===== src/rtl/branch_predictor.sv =====
// Direct-mapped 2-bit saturating-counter branch predictor.
// Combinational lookup for decode, training from resolved EX branches, misprediction statistics.
module branch_predictor #(
    parameter int INDEX_BITS = 4,
    parameter int PC_WIDTH   = 64,
    parameter int CNT_WIDTH  = 32
) (
    input  logic                 clk,
    input  logic                 rst_n,
    input  logic [PC_WIDTH-1:0]  id_pc,
    input  logic                 id_is_branch,
    input  logic                 id_is_jump,
    input  logic                 ex_update_en,
    input  logic [PC_WIDTH-1:0]  ex_pc,
    input  logic                 ex_taken,
    input  logic                 ex_predicted,
    output logic                 prediction,
    output logic                 mispredict,
    output logic [CNT_WIDTH-1:0] branch_count,
    output logic [CNT_WIDTH-1:0] mispredict_count
);

    localparam int ENTRIES = 1 << INDEX_BITS;
    localparam logic [1:0] CTR_STRONG_NT = 2'b00;
    localparam logic [1:0] CTR_WEAK_NT   = 2'b01;
    localparam logic [1:0] CTR_STRONG_T  = 2'b11;

    logic [1:0]            table_q [ENTRIES];
    logic [INDEX_BITS-1:0] id_idx;
    logic [INDEX_BITS-1:0] ex_idx;
    logic [1:0]            ex_ctr;
    logic [1:0]            ex_ctr_d;
    logic                  ex_wrong;

    logic [CNT_WIDTH-1:0]  branch_count_q;
    logic [CNT_WIDTH-1:0]  branch_count_d;
    logic [CNT_WIDTH-1:0]  mispredict_count_q;
    logic [CNT_WIDTH-1:0]  mispredict_count_d;
    logic                  mispredict_q;
    logic                  mispredict_d;

    // PC bits outside the index field are deliberately ignored.
    logic unused_pc_bits;
    assign unused_pc_bits = ^{id_pc[PC_WIDTH-1:INDEX_BITS+2], id_pc[1:0],
                              ex_pc[PC_WIDTH-1:INDEX_BITS+2], ex_pc[1:0]};

    assign id_idx = id_pc[INDEX_BITS+1:2];
    assign ex_idx = ex_pc[INDEX_BITS+1:2];
    assign ex_ctr = table_q[ex_idx];

    // Lookup reads the registered table, so a same-cycle update is seen next cycle.
    always_comb begin
        prediction = 1'b0;
        if (id_is_jump) begin
            prediction = 1'b1;
        end else if (id_is_branch) begin
            prediction = table_q[id_idx][1];
        end
    end

    always_comb begin
        ex_ctr_d = ex_ctr;
        if (ex_taken) begin
            if (ex_ctr != CTR_STRONG_T) begin
                ex_ctr_d = ex_ctr + 2'b01;
            end
        end else begin
            if (ex_ctr != CTR_STRONG_NT) begin
                ex_ctr_d = ex_ctr - 2'b01;
            end
        end
    end

    generate
        for (genvar gi = 0; gi < ENTRIES; gi++) begin : g_entry
            always_ff @(posedge clk) begin
                if (!rst_n) begin
                    table_q[gi] <= CTR_WEAK_NT;
                end else if (ex_update_en && (ex_idx == INDEX_BITS'(gi))) begin
                    table_q[gi] <= ex_ctr_d;
                end
            end
        end
    endgenerate

    assign ex_wrong = ex_taken ^ ex_predicted;

    always_comb begin
        branch_count_d     = branch_count_q;
        mispredict_count_d = mispredict_count_q;
        mispredict_d       = ex_update_en & ex_wrong;
        if (ex_update_en) begin
            if (branch_count_q != {CNT_WIDTH{1'b1}}) begin
                branch_count_d = branch_count_q + 1'b1;
            end
            if (ex_wrong && (mispredict_count_q != {CNT_WIDTH{1'b1}})) begin
                mispredict_count_d = mispredict_count_q + 1'b1;
            end
        end
    end

    always_ff @(posedge clk) begin
        if (!rst_n) begin
            branch_count_q     <= '0;
            mispredict_count_q <= '0;
            mispredict_q       <= 1'b0;
        end else begin
            branch_count_q     <= branch_count_d;
            mispredict_count_q <= mispredict_count_d;
            mispredict_q       <= mispredict_d;
        end
    end

    assign mispredict       = mispredict_q;
    assign branch_count     = branch_count_q;
    assign mispredict_count = mispredict_count_q;

endmodule

===== config.mk =====
export PLATFORM = sky130hd
export DESIGN_NAME = branch_predictor
export DESIGN_NICKNAME = d
export VERILOG_FILES = /design/src/rtl/branch_predictor.sv
export SDC_FILE = /design/constraint.sdc
export NUM_CORES = 1
export LEC_CHECK = 0
export BUFFER_PORTS_ARGS = -buffer_cell sky130_fd_sc_hd__buf_4
export CORE_ASPECT_RATIO = 0.6
export CORE_MARGIN = 2
export CORE_UTILIZATION = 40
export DETAILED_ROUTE_END_ITERATION = 16
export GPL_ROUTABILITY_DRIVEN = 0
export PLACE_DENSITY = 0.68
export SLEW_MARGIN = 10
export SYNTH_ARGS = -nofsm -noshare
export SYNTH_HDL_FRONTEND = slang
export SYNTH_SLANG_ARGS = --single-unit
export TNS_END_PERCENT = 50

===== constraint.sdc =====
create_clock -name clk -period 6.2 [get_ports clk]
set_input_delay 0.93 -clock clk [delete_from_list [all_inputs] [get_ports clk]]
set_output_delay 0.93 -clock clk [all_outputs]
set_load 0.03 [all_outputs]

==> results.ini, run 1 <==
[critical_path]
endpoint_kind=output port
cpPeakStageDelay_ns=0.55
crit_fanout=4
cp_num_buf_inv=2
r2r-start=branch_count[2]
worstPathRequired_ns=5.27
slowest_stage=mux4_2
crit_path_start_kind=primary input
cpLargestDelayFamily=multiplexers
crit_path_cell_trace=buf_4, mux4_2, mux4_2, a21o_1, buf_4
critPathLaunch=id_pc[2]
critPathArrivalTime_ns=2.44
path_class=primary input to output port

[sta]
slew_viol_final=0
finalClockSkew_ns=0.00919
tns_ns=0
max_freq_mhz=297
relSlewSlack_pct=45.3
setup_viol=0
period_needed_ns=3.37
tightest_slew_ns=0.814
rsz0062_at_grt=false
fin_crit_sh_pct=54.3
hold_violations=0

[logic_synthesis]
yosysUniqueCellTypes=57
syn_area_per_cell_um2=9.25
synth_top_cell_by_area=dfxtp_1
ys.flop_type=dfxtp_1
synth_edf_count=32
synth.top_cell.area_share_pct=25.6
synth_compound_gate_area_share_pct=13.9
synthSimpleGateAreaFrac_pct=28.3
yosys.area_share.xor_xnor_pct=0.862
synthTopCellsByArea=dfxtp_1 (26%), edfxtp_1 (19%), mux4_2 (5.8%)
syn_inst=549
ys_seq_area_share_pct=44.5
synthAdderAreaFrac_pct=0.887
syn-cell-area_um2=5080
synthMuxAreaShare_pct=7.73
async_flop_share_pct=0
yosysWarnings=0
ys_ff_latch=97
synth_top_family_by_area=simple AND/OR/NAND/NOR gates
syn_nets=686

[detailed_routing]
wirelength_mm=13.4
vias_per_cell=5.94
postRouteAntennaNets=0
wire_per_inst_um=17.2
num_vias=4618
drtIter0Drc=393
drcViolationCount=0
firstDrtPassIters=7

[layout]
nNetsFinal=744
nFillCells=1140
layout_commonest_cell=buf_4
multiInputGateArea_um2=2620
postLayoutCoreUtil_pct=49.7
final_cell_mix=buf_4 (81), dfxtp_1 (65), nand2_1 (62), a21oi_1 (43), o21ai_0 (38)
seqCellArea_um2=2260
drive_above_1_share_pct=19.8
syn2layout_area_growth_pct=19.4
diodes=0

[flow_run]
cap_viol_max_count=0

[cts]
path_clk_slew_ns=0.06
cts_buffer_depth=2
cts_root_buf=clkbuf_16
cts_max_level=3
cts_buffers=9
clkLatencyLatePin_ns=0.35
ctsResizeCount=0
postCtsHoldBufs=0
clkSinkCount=97
cts_tree=built
post-cts-setup-buffers=0

[global_route]
grt_pass1_wl_mm=21.7
grt_pass1_vias=4276
grt_max_degree=51
antenna_found_initial=0
grtUsageTotal_pct=20.1
overflow=0

[run_status]
outcome=completed

[die]
num_rows=31
dieHeight_um=91.3
initial_core_util_pct=41.6
die-area_um2=13600
die_x_um=149
ios=201
core_um2=12200

[pwr]
ir_worst_vdd_uv=131
pwr_density_cell_nw_per_um2=226
leakage_nw=1.98

[placement]
io_buffers=80
hpwlAfterDp_mm=9.24

[worst_hold_path]
hp-class=register to register
min_from=branch_count[18]

[per-layer routing]
metal  GRT usage, %  routed length [um]
met1           28.8                6460
met2           30.1                5870
met3           4.72                 905
met4           6.11                 169
met5              0                   0
[area by class of cell]
class	count	share of cell area [%]
multi-input cells	407	43.2
flip-flops and latches	97	37.3
repair buffers	81	10.0
clock buffers	13	4.64
well taps	165	3.40
clock inverters	3	0.763
inverters	11	0.681
[flip-flops by register name, indices dropped and copies added (netlist names)]
signal	cells
mispredict	1
branch_count	32
table_q	32
mispredict_count	32
[report_power, final]
group / total, W / internal, W / switching (W)
Clock: 0.000608 / 0.000361 / 0.000247
Sequential: 0.000671 / 0.000664 / 0.00000722
Combinational: 0.0000949 / 0.0000326 / 0.0000623
[tightest hold or removal path: cells and delay by family (launching register included)]
family	cells	cell delay (ns)
and+or+nand+nor	1	0.06
DFF	1	0.33
muxes	1	0.05
[synth_stat cells (2+ instances only)]
cell	count
nor3b_1	2
or2_2	2
o21ai_0	38
o41ai_1	3
mux2i_1	10
o311ai_0	2
buf_6	2
nor3_1	19
xor2_1	2
nand2b_1	12
ha_1	2
nand2_1	62
or4_1	23
nor2_1	26
inv_1	11
nor4_1	8
and4_1	9
maj3_1	2
mux4_2	13
or3_1	25
buf_2	5
o21a_1	2
nand3_1	27
nand3b_1	3
a21oi_1	43
xnor2_1	3
and3_1	8
dfxtp_1	65
nand4_1	15
clkbuf_1	25
edfxtp_1	32
o31ai_1	22
nor2b_1	2
[through the flow]
| step | std cells | power (W) | hold WS, ns | worst slack, ns | area (um2) |
|---|---|---|---|---|---|
| after floorplan | 549 | 0.000747 | 0.596 | 3.14 | 5080 |
| after global placement | 761 | 0.000776 | 0.475 | 2.85 | 5740 |
| after detailed placement | 761 | 0.000779 | 0.485 | 2.84 | 5740 |
| after CTS | 777 | 0.00138 | 0.496 | 2.83 | 6070 |
| after global routing | 777 | 0.00142 | 0.511 | 2.81 | 6070 |
| final | 777 | 0.00137 | 0.494 | 2.83 | 6070 |
[path summary, 6_finish.rpt]
| path | endpoint | slack [ns] | cells after the start |
|---|---|---|---|
| setup / recovery | prediction | 2.83 | 5 |
| hold / removal | branch_count[18] | 0.49 | 2 |
| setup reg to reg | branch_count[16] | 3.72 | 5 |
| hold reg to reg | branch_count[18] | 0.49 | 2 |
[cell families (layout without fill, tap and decap cells)]
kind of cell / Yosys count / after routing
adders and majority gates: 4 / 4
DFF: 97 / 97
muxes: 23 / 23
and+or+nand+nor: 256 / 256
xor gates and xnor gates: 5 / 5
buffers and inverters: 45 / 108
AOI/OAI and AO/OA: 119 / 119
Power figures use the tool's default switching activity.
==> inputs of run 2 (changes only) <==
==> constraint.sdc (replaced) <==
create_clock -name clk -period 3.1 [get_ports clk]
set_input_delay 0.465 -clock clk [delete_from_list [all_inputs] [get_ports clk]]
set_output_delay 0.465 -clock clk [all_outputs]
set_load 0.03 [all_outputs]
==> results.ini, run 2 (synthesized netlist as in run 1, its figures left out) <==
[layout]
drive_above_1_share_pct=20.6
nNetsFinal=749
final_cell_mix=buf_4 (86), dfxtp_1 (65), nand2_1 (62), a21oi_1 (43), o21ai_0 (38)
seqCellArea_um2=2260
multiInputGateArea_um2=2620
layout_commonest_cell=buf_4
fin_cells=782
diodes=0
syn2layout_area_growth_pct=20.0
nFillCells=1144

[detailed_routing]
drtIter0Drc=302
firstDrtPassIters=4
postRouteAntennaNets=0
num_vias=4565
wire_per_inst_um=16.8
vias_per_cell=5.84
wirelength_mm=13.1
drcViolationCount=0

[critical_path]
cpLargestDelayFamily=multiplexers
critPathLaunch=table_q[11][1]
crit_path_frequent_cell=mux4_2
endpoint_kind=output port
crit_path_cell_trace=mux4_2, mux4_2, a21o_1, buf_4
worstPathRequired_ns=2.63
cpPeakStageDelay_ns=0.52
crit_fanout=2
critPathArrivalTime_ns=2.11
r2r-start=branch_count[2]
crit_path_start_kind=register
slowest_stage=mux4_2
path_class=register to output port
cp_num_buf_inv=1

[cts]
ctsResizeCount=0
clkSinkCount=97
post-cts-setup-buffers=0
cts_root_buf=clkbuf_16
postCtsHoldBufs=0
path_clk_slew_ns=0.06
cts_tree=built
cts_max_level=3
clkLatencyLatePin_ns=0.35
cts_buffer_depth=2
cts_buffers=9

[die]
ios=201
die_x_um=149
num_rows=31
initial_core_util_pct=41.6
dieHeight_um=91.3
core_um2=12200
die-area_um2=13600

[sta]
rsz0062_at_grt=false
tns_ns=0
slew_viol_final=0
finalClockSkew_ns=0.0124
setup_viol=0
fin_crit_sh_pct=83.1
tightest_slew_ns=0.808
hold_violations=0
relSlewSlack_pct=45.7
max_freq_mhz=388
period_needed_ns=2.58

[run_status]
outcome=completed

[worst_hold_path]
min_from=branch_count[18]
hp-class=register to register

[placement]
io_buffers=80
hpwlAfterDp_mm=9.22
dp_cells=766

[global_route]
grt_max_degree=50
grtUsageTotal_pct=19.8
grt_pass1_vias=4212
overflow=0
antenna_found_initial=0
grt_pass1_wl_mm=21.5

[pwr]
leakage_nw=2.01
ir_worst_vdd_uv=231
pwr_density_cell_nw_per_um2=444

[flow_run]
cap_viol_max_count=0

-- run 2: worst paths after layout --
check / to / slack (ns) / depth (start not counted)
worst max-delay path: prediction / 0.52 / 4
worst min-delay path: branch_count[18] / 0.49 / 2
worst max register to register: branch_count[16] / 0.66 / 5
worst min register to register: branch_count[18] / 0.49 / 2
-- run 2: layout make-up --
type                    instances  share of cell area, %
clock inverters                 4                  0.452
multi-input cells             407                   43.0
clock buffers                  12                   4.74
well taps                     165                   3.39
flip-flops and latches         97                   37.1
inverters                      11                  0.678
repair buffers                 86                   10.6
-- run 2: worst register-to-register path, stage by stage, from the launching register on --
cell      delay [ns]
dfxtp_1         0.44
nand4_1         0.34
or4_1           0.60
a31oi_1         0.55
a21boi_0        0.19
o21a_1          0.21
-- run 2: layer usage --
layer	vias to the layer above	share of wire, %	track usage, %	routed length [um]
met2	154	44	30.0	5770
met4	0	1.1	5.79	139
met5	-	0	0	0
li1	2218	-	-	-
met3	13	7.4	5.28	972
met1	2180	48	27.8	6220
-- run 2: per-stage QoR --
step / cell area [um2] / worst slack [ns] / total power (W) / utilization, % / hold WS [ns]
2_1_floorplan: 5080 / 0.839 / 0.00149 / - / 0.596
4_1_cts: 6090 / 0.524 / 0.00273 / 49.9 / 0.497
3_3_place_gp: 5780 / 0.535 / 0.00156 / 47.3 / 0.475
3_5_place_dp: 5780 / 0.489 / 0.00157 / 47.3 / 0.486
6_report: 6090 / 0.525 / 0.00271 / 49.9 / 0.490
5_1_grt: 6090 / 0.457 / 0.00280 / 49.9 / 0.518
-- run 2: report_power, final --
| group | internal [W] | total [W] | switching [W] |
|---|---|---|---|
| logic | 0.0000706 | 0.000195 | 0.000124 |
| clock network | 0.000668 | 0.00117 | 0.000501 |
| registers | 0.00133 | 0.00134 | 0.0000140 |
| total | 0.00207 | 0.00271 | 0.000639 |
==> inputs of run 3 (changes only) <==
--- a/config.mk
+++ b/config.mk
@@ -11,7 +11,7 @@
 export CORE_UTILIZATION = 40
 export DETAILED_ROUTE_END_ITERATION = 16
 export GPL_ROUTABILITY_DRIVEN = 0
-export PLACE_DENSITY = 0.68
+export PLACE_DENSITY = 0.7
 export SLEW_MARGIN = 10
 export SYNTH_ARGS = -nofsm -noshare
 export SYNTH_HDL_FRONTEND = slang
==> constraint.sdc (replaced) <==
create_clock -name clk -period 2.3 [get_ports clk]
set_input_delay 0.345 -clock clk [delete_from_list [all_inputs] [get_ports clk]]
set_output_delay 0.345 -clock clk [all_outputs]
set_load 0.03 [all_outputs]
==> results.ini, run 3 (synthesized netlist as in run 1, its figures left out) <==
[run_status]
outcome=finished, violations left
failed_checks=setup timing

[cts]
clkSinkCount=97
cts_tree=built
path_clk_slew_ns=0.07
clkLatencyLatePin_ns=0.34
cts_max_level=3
cts_buffer_depth=2
cts_root_buf=clkbuf_16
cts_buffers=9

[detailed_routing]
num_vias=4766
vias_per_cell=5.91
postRouteAntennaNets=0
firstDrtPassIters=5
drcViolationCount=0
drtIter0Drc=315
wire_per_inst_um=17.3
wirelength_mm=13.9

[global_route]
grt_pass1_vias=4460
overflow=0
grt_pass1_wl_mm=22.2
grtUsageTotal_pct=20.4
antenna_found_initial=0
grt_max_degree=31

[layout]
syn2layout_area_growth_pct=23.1
drive_above_1_share_pct=23.7
final_cell_mix=buf_4 (108), dfxtp_1 (65), nand2_1 (62), a21oi_1 (42), o21ai_0 (38)
layout_commonest_cell=buf_4
nNetsFinal=773
stdcell_area_um2=6250
diodes=0

[pwr]
leakage_nw=2.12
ir_worst_vdd_uv=367
pwr_density_cell_nw_per_um2=557

[critical_path]
crit_path_cell_trace=mux4_2, mux4_2, a21o_1, buf_6
crit_path_start_kind=register
path_class=register to output port
cpPeakStageDelay_ns=0.53
slowest_stage=mux4_2
endpoint_kind=output port
worstPathRequired_ns=1.96
r2r-start=mispredict_count[7]
critPathLaunch=table_q[15][1]
crit_fanout=2
worstSetupEndpoint=prediction
crit_path_frequent_cell=mux4_2
r2r_setup_slack_ns=0.03
rr_endpoint=mispredict_count[20]
reg2reg_depth=5
critPathArrivalTime_ns=2.07

[sta]
slew_viol_final=0
finalClockSkew_ns=0.00949
tightest_slew_ns=0.586
setup_ws_ns=-0.111
period_needed_ns=2.41
whs_ns=0.384
fin_crit_sh_pct=105
rsz0062_at_grt=true
setup_viol=1
hold_violations=0
max_freq_mhz=415
relSlewSlack_pct=59.9

[worst_hold_path]
hp-class=primary input to register

[die]
initial_core_util_pct=41.6
num_rows=31
ios=201
die-area_um2=13600
die_x_um=149
core_um2=12200
dieHeight_um=91.3

[placement]
hpwlAfterDp_mm=9.94
io_buffers=80
placed_cell_area_um2=5930

[flow_run]
cap_viol_max_count=0

## run 3: what timing repair did
| item | 4_1_cts | 5_1_grt |
|---|---|---|
| endpoints found under the setup margin | 1 | 16 |
| setup buffers | 0 | 3 |
| cloned | 0 | 1 |
| hold buffers | 0 | 0 |
| pin swaps | 1 | 2 |
| gates resized for setup | 1 | 4 |
## run 3: critical path: cells and delay by family (launching register included)
kind | cells | cell delay, ns
AOI/OAI and AO/OA | 1 | 0.18
buffers and inverters | 1 | 0.13
DFF | 1 | 0.41
muxes | 2 | 1.02
## run 3: layer usage
| layer | vias to the layer above | GRT usage, % | routed length, um | share of wire, % |
|---|---|---|---|---|
| met1 | 2292 | 28.5 | 6380 | 46 |
| met4 | 0 | 6.27 | 228 | 1.6 |
| met5 | - | 0 | 0 | 0 |
| met3 | 20 | 5.18 | 1070 | 7.7 |
| met2 | 186 | 31.1 | 6240 | 45 |
| li1 | 2268 | - | - | - |
## run 3: worst min-delay path by stage
stage	to	slack (ns)	from	cells after the start
final	branch_count[23]	0.38	ex_update_en	3
after detailed placement	branch_count[27]	0.49	branch_count[27]	2
after global placement	mispredict_count[24]	0.47	mispredict_count[24]	2
after CTS	branch_count[23]	0.37	ex_update_en	3
after global routing	mispredict_count[8]	0.41	rst_n	2
after floorplan	mispredict_count[10]	0.49	rst_n	2
## run 3: per-stage QoR
step,total power (W),instances,utilization [%],TNS (ns),setup slack (ns)
after floorplan,0.00201,549,-,0,0.0392
after global placement,0.00212,786,48.5,0,0.113
after detailed placement,0.00213,786,48.5,0,0.0546
after CTS,0.00352,802,50.8,-0.122,-0.122
after global routing,0.00361,806,51.2,-0.317,-0.164
final,0.00349,806,51.2,-0.111,-0.111
## run 3: cell type report
cell class / count / area [um2]
clock buffer: 10 / 229
tap: 165 / 206
clock inverter: 6 / 42.5
multi-input combinational: 408 / 2650
inverter: 11 / 41.3
timing repair buffer: 109 / 822
fill: 1147 / 5970
sequential: 97 / 2260
## run 3: report_power, final
group | total [W] | switching [W] | internal, W
Clock | 0.00139 | 0.000651 | 0.000738
Sequential | 0.00180 | 0.0000134 | 0.00179
Combinational | 0.000292 | 0.000180 | 0.000112
Total | 0.00349 | 0.000844 | 0.00264
